`src/rtl/idu_decode_stage_pkg.sv`:
```
// Shared decode definitions: immediate classes, opcode constants and the
// packet record carried through the decode skid buffer.
package idu_decode_stage_pkg;

    localparam int XLEN = 32;

    localparam logic [2:0] EXT_I = 3'b000;
    localparam logic [2:0] EXT_U = 3'b001;
    localparam logic [2:0] EXT_S = 3'b010;
    localparam logic [2:0] EXT_B = 3'b011;
    localparam logic [2:0] EXT_J = 3'b100;
    localparam logic [2:0] EXT_R = 3'b111;

    localparam logic [6:0] OP_IMM    = 7'b0010011;
    localparam logic [6:0] OP_LOAD   = 7'b0000011;
    localparam logic [6:0] OP_JALR   = 7'b1100111;
    localparam logic [6:0] OP_SYSTEM = 7'b1110011;
    localparam logic [6:0] OP_LUI    = 7'b0110111;
    localparam logic [6:0] OP_AUIPC  = 7'b0010111;
    localparam logic [6:0] OP_STORE  = 7'b0100011;
    localparam logic [6:0] OP_BRANCH = 7'b1100011;
    localparam logic [6:0] OP_JAL    = 7'b1101111;
    localparam logic [6:0] OP_REG    = 7'b0110011;

    typedef enum logic [1:0] {
        ST_EMPTY = 2'd0,
        ST_ONE   = 2'd1,
        ST_TWO   = 2'd2
    } occ_state_e;

    typedef struct packed {
        logic [XLEN-1:0] pc;
        logic [XLEN-1:0] inst;
        logic [XLEN-1:0] imm;
        logic [2:0]      extop;
        logic            illegal;
    } pkt_t;

    localparam pkt_t PKT_RESET = '{pc: '0, inst: '0, imm: '0, extop: EXT_R, illegal: 1'b0};

endpackage

```
`src/rtl/idu_opclass.sv`:
```
// Opcode classifier: maps the 7-bit major opcode to an immediate class and
// flags anything outside the supported set as illegal.
module idu_opclass
    import idu_decode_stage_pkg::*;
(
    input  logic [6:0] opcode_i,
    output logic [2:0] extop_o,
    output logic       illegal_o
);

    always_comb begin
        extop_o   = EXT_R;
        illegal_o = 1'b0;
        case (opcode_i)
            OP_IMM, OP_LOAD, OP_JALR, OP_SYSTEM: extop_o = EXT_I;
            OP_LUI, OP_AUIPC:                    extop_o = EXT_U;
            OP_STORE:                            extop_o = EXT_S;
            OP_BRANCH:                           extop_o = EXT_B;
            OP_JAL:                              extop_o = EXT_J;
            OP_REG:                              extop_o = EXT_R;
            default:                             illegal_o = 1'b1;
        endcase
    end

endmodule

```
`src/rtl/imm_gen.sv`:
```
// Sign-extended immediate generator selected by the immediate class.
// R-type and illegal encodings share EXT_R and produce zero.
module imm_gen
    import idu_decode_stage_pkg::*;
(
    input  logic [31:7]     inst_i,
    input  logic [2:0]      extop_i,
    output logic [XLEN-1:0] imm_o
);

    always_comb begin
        imm_o = '0;
        case (extop_i)
            EXT_I: imm_o = {{20{inst_i[31]}}, inst_i[31:20]};
            EXT_U: imm_o = {inst_i[31:12], 12'b0};
            EXT_S: imm_o = {{20{inst_i[31]}}, inst_i[31:25], inst_i[11:7]};
            EXT_B: imm_o = {{19{inst_i[31]}}, inst_i[31], inst_i[7], inst_i[30:25], inst_i[11:8], 1'b0};
            EXT_J: imm_o = {{11{inst_i[31]}}, inst_i[31], inst_i[19:12], inst_i[20], inst_i[30:21], 1'b0};
            default: imm_o = '0;
        endcase
    end

endmodule

```
`src/rtl/idu_decode_stage.sv`:
```
// Decode stage: classifies and extends the incoming instruction in the same
// cycle, then holds up to two decoded packets so inst_ready is a plain flop.
module idu_decode_stage
    import idu_decode_stage_pkg::*;
(
    input  logic            clk,
    input  logic            rst,
    input  logic            flush,
    input  logic            inst_valid,
    output logic            inst_ready,
    input  logic [XLEN-1:0] in_pc,
    input  logic [XLEN-1:0] in_inst,
    output logic            out_valid,
    input  logic            out_ready,
    output logic [XLEN-1:0] out_pc,
    output logic [XLEN-1:0] out_inst,
    output logic [XLEN-1:0] out_imm,
    output logic [2:0]      out_extop,
    output logic            out_illegal
);

    occ_state_e      state_q, state_d;
    logic            ready_q, ready_d;
    pkt_t            head_q, head_d;
    pkt_t            skid_q, skid_d;
    pkt_t            pkt_in;
    logic [2:0]      dec_extop;
    logic            dec_illegal;
    logic [XLEN-1:0] dec_imm;
    logic            push, pop;

    idu_opclass u_opclass (
        .opcode_i  (in_inst[6:0]),
        .extop_o   (dec_extop),
        .illegal_o (dec_illegal)
    );

    imm_gen u_imm_gen (
        .inst_i  (in_inst[31:7]),
        .extop_i (dec_extop),
        .imm_o   (dec_imm)
    );

    assign pkt_in = '{pc: in_pc, inst: in_inst, imm: dec_imm, extop: dec_extop, illegal: dec_illegal};

    assign out_valid = (state_q != ST_EMPTY);
    assign push      = inst_valid & ready_q;
    assign pop       = out_valid & out_ready;

    always_comb begin
        state_d = state_q;
        head_d  = head_q;
        skid_d  = skid_q;
        case (state_q)
            ST_EMPTY: begin
                if (push) begin
                    head_d  = pkt_in;
                    state_d = ST_ONE;
                end
            end
            ST_ONE: begin
                if (push && !pop) begin
                    skid_d  = pkt_in;
                    state_d = ST_TWO;
                end else if (pop && !push) begin
                    state_d = ST_EMPTY;
                end else if (push && pop) begin
                    head_d = pkt_in;
                end
            end
            ST_TWO: begin
                // ready_q is low here, so only a pop can happen.
                if (pop) begin
                    head_d  = skid_q;
                    state_d = ST_ONE;
                end
            end
            default: state_d = ST_EMPTY;
        endcase
        // A same-cycle pop was already sampled by EXU; the push is dropped.
        if (flush) begin
            state_d = ST_EMPTY;
            head_d  = head_q;
            skid_d  = skid_q;
        end
    end

    assign ready_d = (state_d != ST_TWO);

    always_ff @(posedge clk) begin
        if (rst) begin
            state_q <= ST_EMPTY;
            ready_q <= 1'b1;
            head_q  <= PKT_RESET;
            skid_q  <= PKT_RESET;
        end else begin
            state_q <= state_d;
            ready_q <= ready_d;
            head_q  <= head_d;
            skid_q  <= skid_d;
        end
    end

    assign inst_ready  = ready_q;
    assign out_pc      = head_q.pc;
    assign out_inst    = head_q.inst;
    assign out_imm     = head_q.imm;
    assign out_extop   = head_q.extop;
    assign out_illegal = head_q.illegal;

endmodule
```
`config.mk`:
```
export PLATFORM = sky130hd
export DESIGN_NAME = idu_decode_stage
export DESIGN_NICKNAME = d
export VERILOG_FILES = /design/src/rtl/idu_decode_stage_pkg.sv /design/src/rtl/idu_opclass.sv /design/src/rtl/imm_gen.sv /design/src/rtl/idu_decode_stage.sv
export SDC_FILE = /design/constraint.sdc
export NUM_CORES = 1
export LEC_CHECK = 0
export ABC_AREA = 1
export BUFFER_PORTS_ARGS = -buffer_cell sky130_fd_sc_hd__buf_2
export CORE_MARGIN = 2
export CORE_UTILIZATION = 50
export CTS_BUF_LIST = sky130_fd_sc_hd__clkbuf_8
export DETAILED_ROUTE_END_ITERATION = 8
export GPL_ROUTABILITY_DRIVEN = 0
export PLACE_DENSITY = 0.73
export SYNTH_ARGS = -nofsm -noshare
export SYNTH_HDL_FRONTEND = slang
export SYNTH_SLANG_ARGS = --single-unit
```
`constraint.sdc`:
```
create_clock -name clk -period 1.65 [get_ports clk]
set_input_delay 0.0825 -clock clk [delete_from_list [all_inputs] [get_ports clk]]
set_output_delay 0.0825 -clock clk [all_outputs]
set_load 0.02 [all_outputs]
```
==> out/results.txt <==
Post-route DRC: 0
GRT Util Overall: 26.3%
Sequential Power Share: 46.3%
cell-internal power: 8.24 mW
GR peak layer: met2
Most used DFF post-synth: dfxtp_1
layout net count: 1,614
CTS tree: built
count of cell types in the netlist: 27
Core Area: 17,900 sq um
# IOs: 171
switching share of power: 26.3%
Crit. End Element: flip-flop
ANT cells: 0
Syn Area/Cell: 6.88 sq um
Routed WL: 26,900 um
Post-Synthesis Cells: 1,320
cell area power density: 942 nW/um^2
maximum clock path buffer count: 3
fin. max-slew vios: 0
synth cell count leaders: o21ai_0 (220), nor2_1 (216), nand2_1 (211)
Buffers on Ports: 170
DRT Pass-1 Iters: 6
dominant cell by count in the synthesized netlist: o21ai_0
Max-Cap Viols: 0
CTS sink cnt: 203
Synth async-reset ratio: 0%
initial antenna violation count: 0
synth-to-layout area growth: 30.7%
routing usage on met2: 43.5%
post-synthesis sequential area ratio: 44.7%
drt first-iter violations: 887
Die Span Y: 139 um
Worst Clk Skew: 0.0118 ns
Final TNS setup: 0 ns
Mapped Area: 9080 sq um
die footprint: 19,300 sq um
Yosys reg bits: 203
hpwl dp: 16,700 um
period utilization: 98.9%
Synth area leader: dfxtp_1
HP Class: input pin to flip-flop
Vias: 9,506
Worst Path Max Fanout: 12
clock root buffer: clkbuf_8
layout cells sized above 1: 19.2%
TritonCTS buffer count: 35
Routed Antenna Nets: 0
Initial Util: 50.7%
Post-Syn Nets: 1,389
sw power: 2.94 mW
vias in the first global route: 8,523
Yosys top cell area share: 44.7%
met3 Track Usage GR: 4.66%
Max VDD drop: 879 uV
Final Hold Fails: 0
critical path class: flip-flop to flip-flop
clock network power share: 40.8%
Final min period: 1.63 ns
slew at the pin closest to its max-slew limit: 0.482 ns
Slew headroom: 67.9%
num rows: 49
Crit path required time: 2.08 ns
Final Setup Violations: 0
number of flops mapped to enable cells by yosys: 0
Overflow after GRT: 0
grt met1 use: 35.0%
largest net degree at the start of global routing: 73
H-Tree Depth: 2
first-pass GRT wire length: 42,300 um
yosys warns: 0
DP Worst Slack: -0.0411 ns
crit path DAT: 2.06 ns
RSZ-0062 raised after global routing: true
worst setup margin: 0.0182 ns
WL per Instance: 15.0 um
top post-synthesis cells by area: dfxtp_1 (45%), o21ai_0 (12%), nor2_1 (8.9%)
chip width: 139 um
Pleak: 5.67 nW
combinational power share: 12.9%
outcome: finished, final reports clean
clk_lat worst skew: 0.52 ns
max frequency: 613 MHz
critical path launch point type: flip-flop
CTS clk-pin slew, worst paths: 0.06 ns
Vias per Instance: 5.29
-- cell type report --
cell class / count / area [sq um]
Multi-Input combinational cell: 908 / 4200
Sequential cell: 203 / 4070
Inverter: 110 / 433
Clock inverter: 15 / 91.3
Tap cell: 229 / 287
Fill cell: 1576 / 6030
Timing Repair Buffer: 287 / 2180
Clock buffer: 45 / 619
-- repair_timing --
| action | 4_1_cts | 5_1_grt |
|---|---|---|
| endpoints found under the setup margin | 6 | 133 |
| pin swaps | 0 | 2 |
| hold buffers | 66 | 0 |
| gates cloned | 1 | 5 |
| hold endpoints to repair | 110 | 0 |
| gates resized for setup | 1 | 25 |
| buffers inserted | 0 | 2 |
-- power by group through the flow --
stage	Combinational, mW	Sequential (mW)	Clock (mW)
floorplan	0.579	5.45	0
global placement	1.22	5.28	0
detailed placement	1.24	5.28	0
CTS	1.38	5.18	4.68
global route	1.57	5.19	4.92
finish	1.44	5.18	4.57
-- routing by layer --
metal  up-vias  wire, um
met5         -         0
met4         0       745
met3        59      1780
met2       362     12800
met1      4339     11600
li1       4746         -
-- worst max-delay path: stages, from the launching register on --
cell     delay (ns)
dfxtp_4        0.36
inv_2          0.06
nand2_1        0.09
nor2_1         0.05
nor3_2         0.23
nand2_4        0.13
inv_6          0.13
buf_12         0.15
buf_12         0.13
nor2_1         0.04
nor2_1         0.16
-- placed cells by master (no fill, tap or decap), drive strengths merged --
cell         count
a21oi          116
and3             4
buf            216
bufinv           1
clkbuf          50
clkinv           4
clkinvlp         1
dfxtp          203
dlygate4sd3     66
inv            119
nand2          216
nand3           91
nor2           222
nor3             3
nor4             1
o211a            1
o211ai          21
o21a             2
o21ai          222
o21bai           9
-- kinds of logic (layout without fill, tap and decap cells) --
family / count (synthesis) / after routing / share of synthesized area (%)
AO/OA/AOI/OAI: 371 / 371 / 21.4
AND/OR/NAND/NOR: 537 / 537 / 24.4
buffers and inverters: 209 / 457 / 9.48
flip-flops: 203 / 203 / 44.7
-- registers in the layout (all words and copies together) (netlist names) --
name	flops
skid_q	100
out_inst	32
state_q	2
inst_ready	1
out_extop	3
out_illegal	1
out_pc	32
out_imm	32
-- path summary, 6_finish.rpt --
| path | depth (start not counted) | slack, ns | from | end |
|---|---|---|---|---|
| worst max register to register | 10 | 0.02 | state_q[1] | out_pc[17] |
| worst max-delay path | 10 | 0.02 | state_q[1] | out_pc[17] |
| worst min register to register | 2 | 0.44 | skid_q[49] | skid_q[49] |
| worst min-delay path | 3 | 0.11 | rst | out_imm[15] |
-- through the flow --
step	cell area (sq um)	utilization (%)	total power [mW]	cells	hold WS [ns]
after floorplan	9080	-	6.03	1320	0.161
after global placement	10300	57.4	6.50	1663	0.298
after detailed placement	10300	57.4	6.52	1663	0.289
after CTS	11700	65.3	11.2	1790	0.0438
after global routing	11900	66.3	11.7	1797	0.119
final	11900	66.3	11.2	1797	0.110
(Power assumes the default switching activity.)
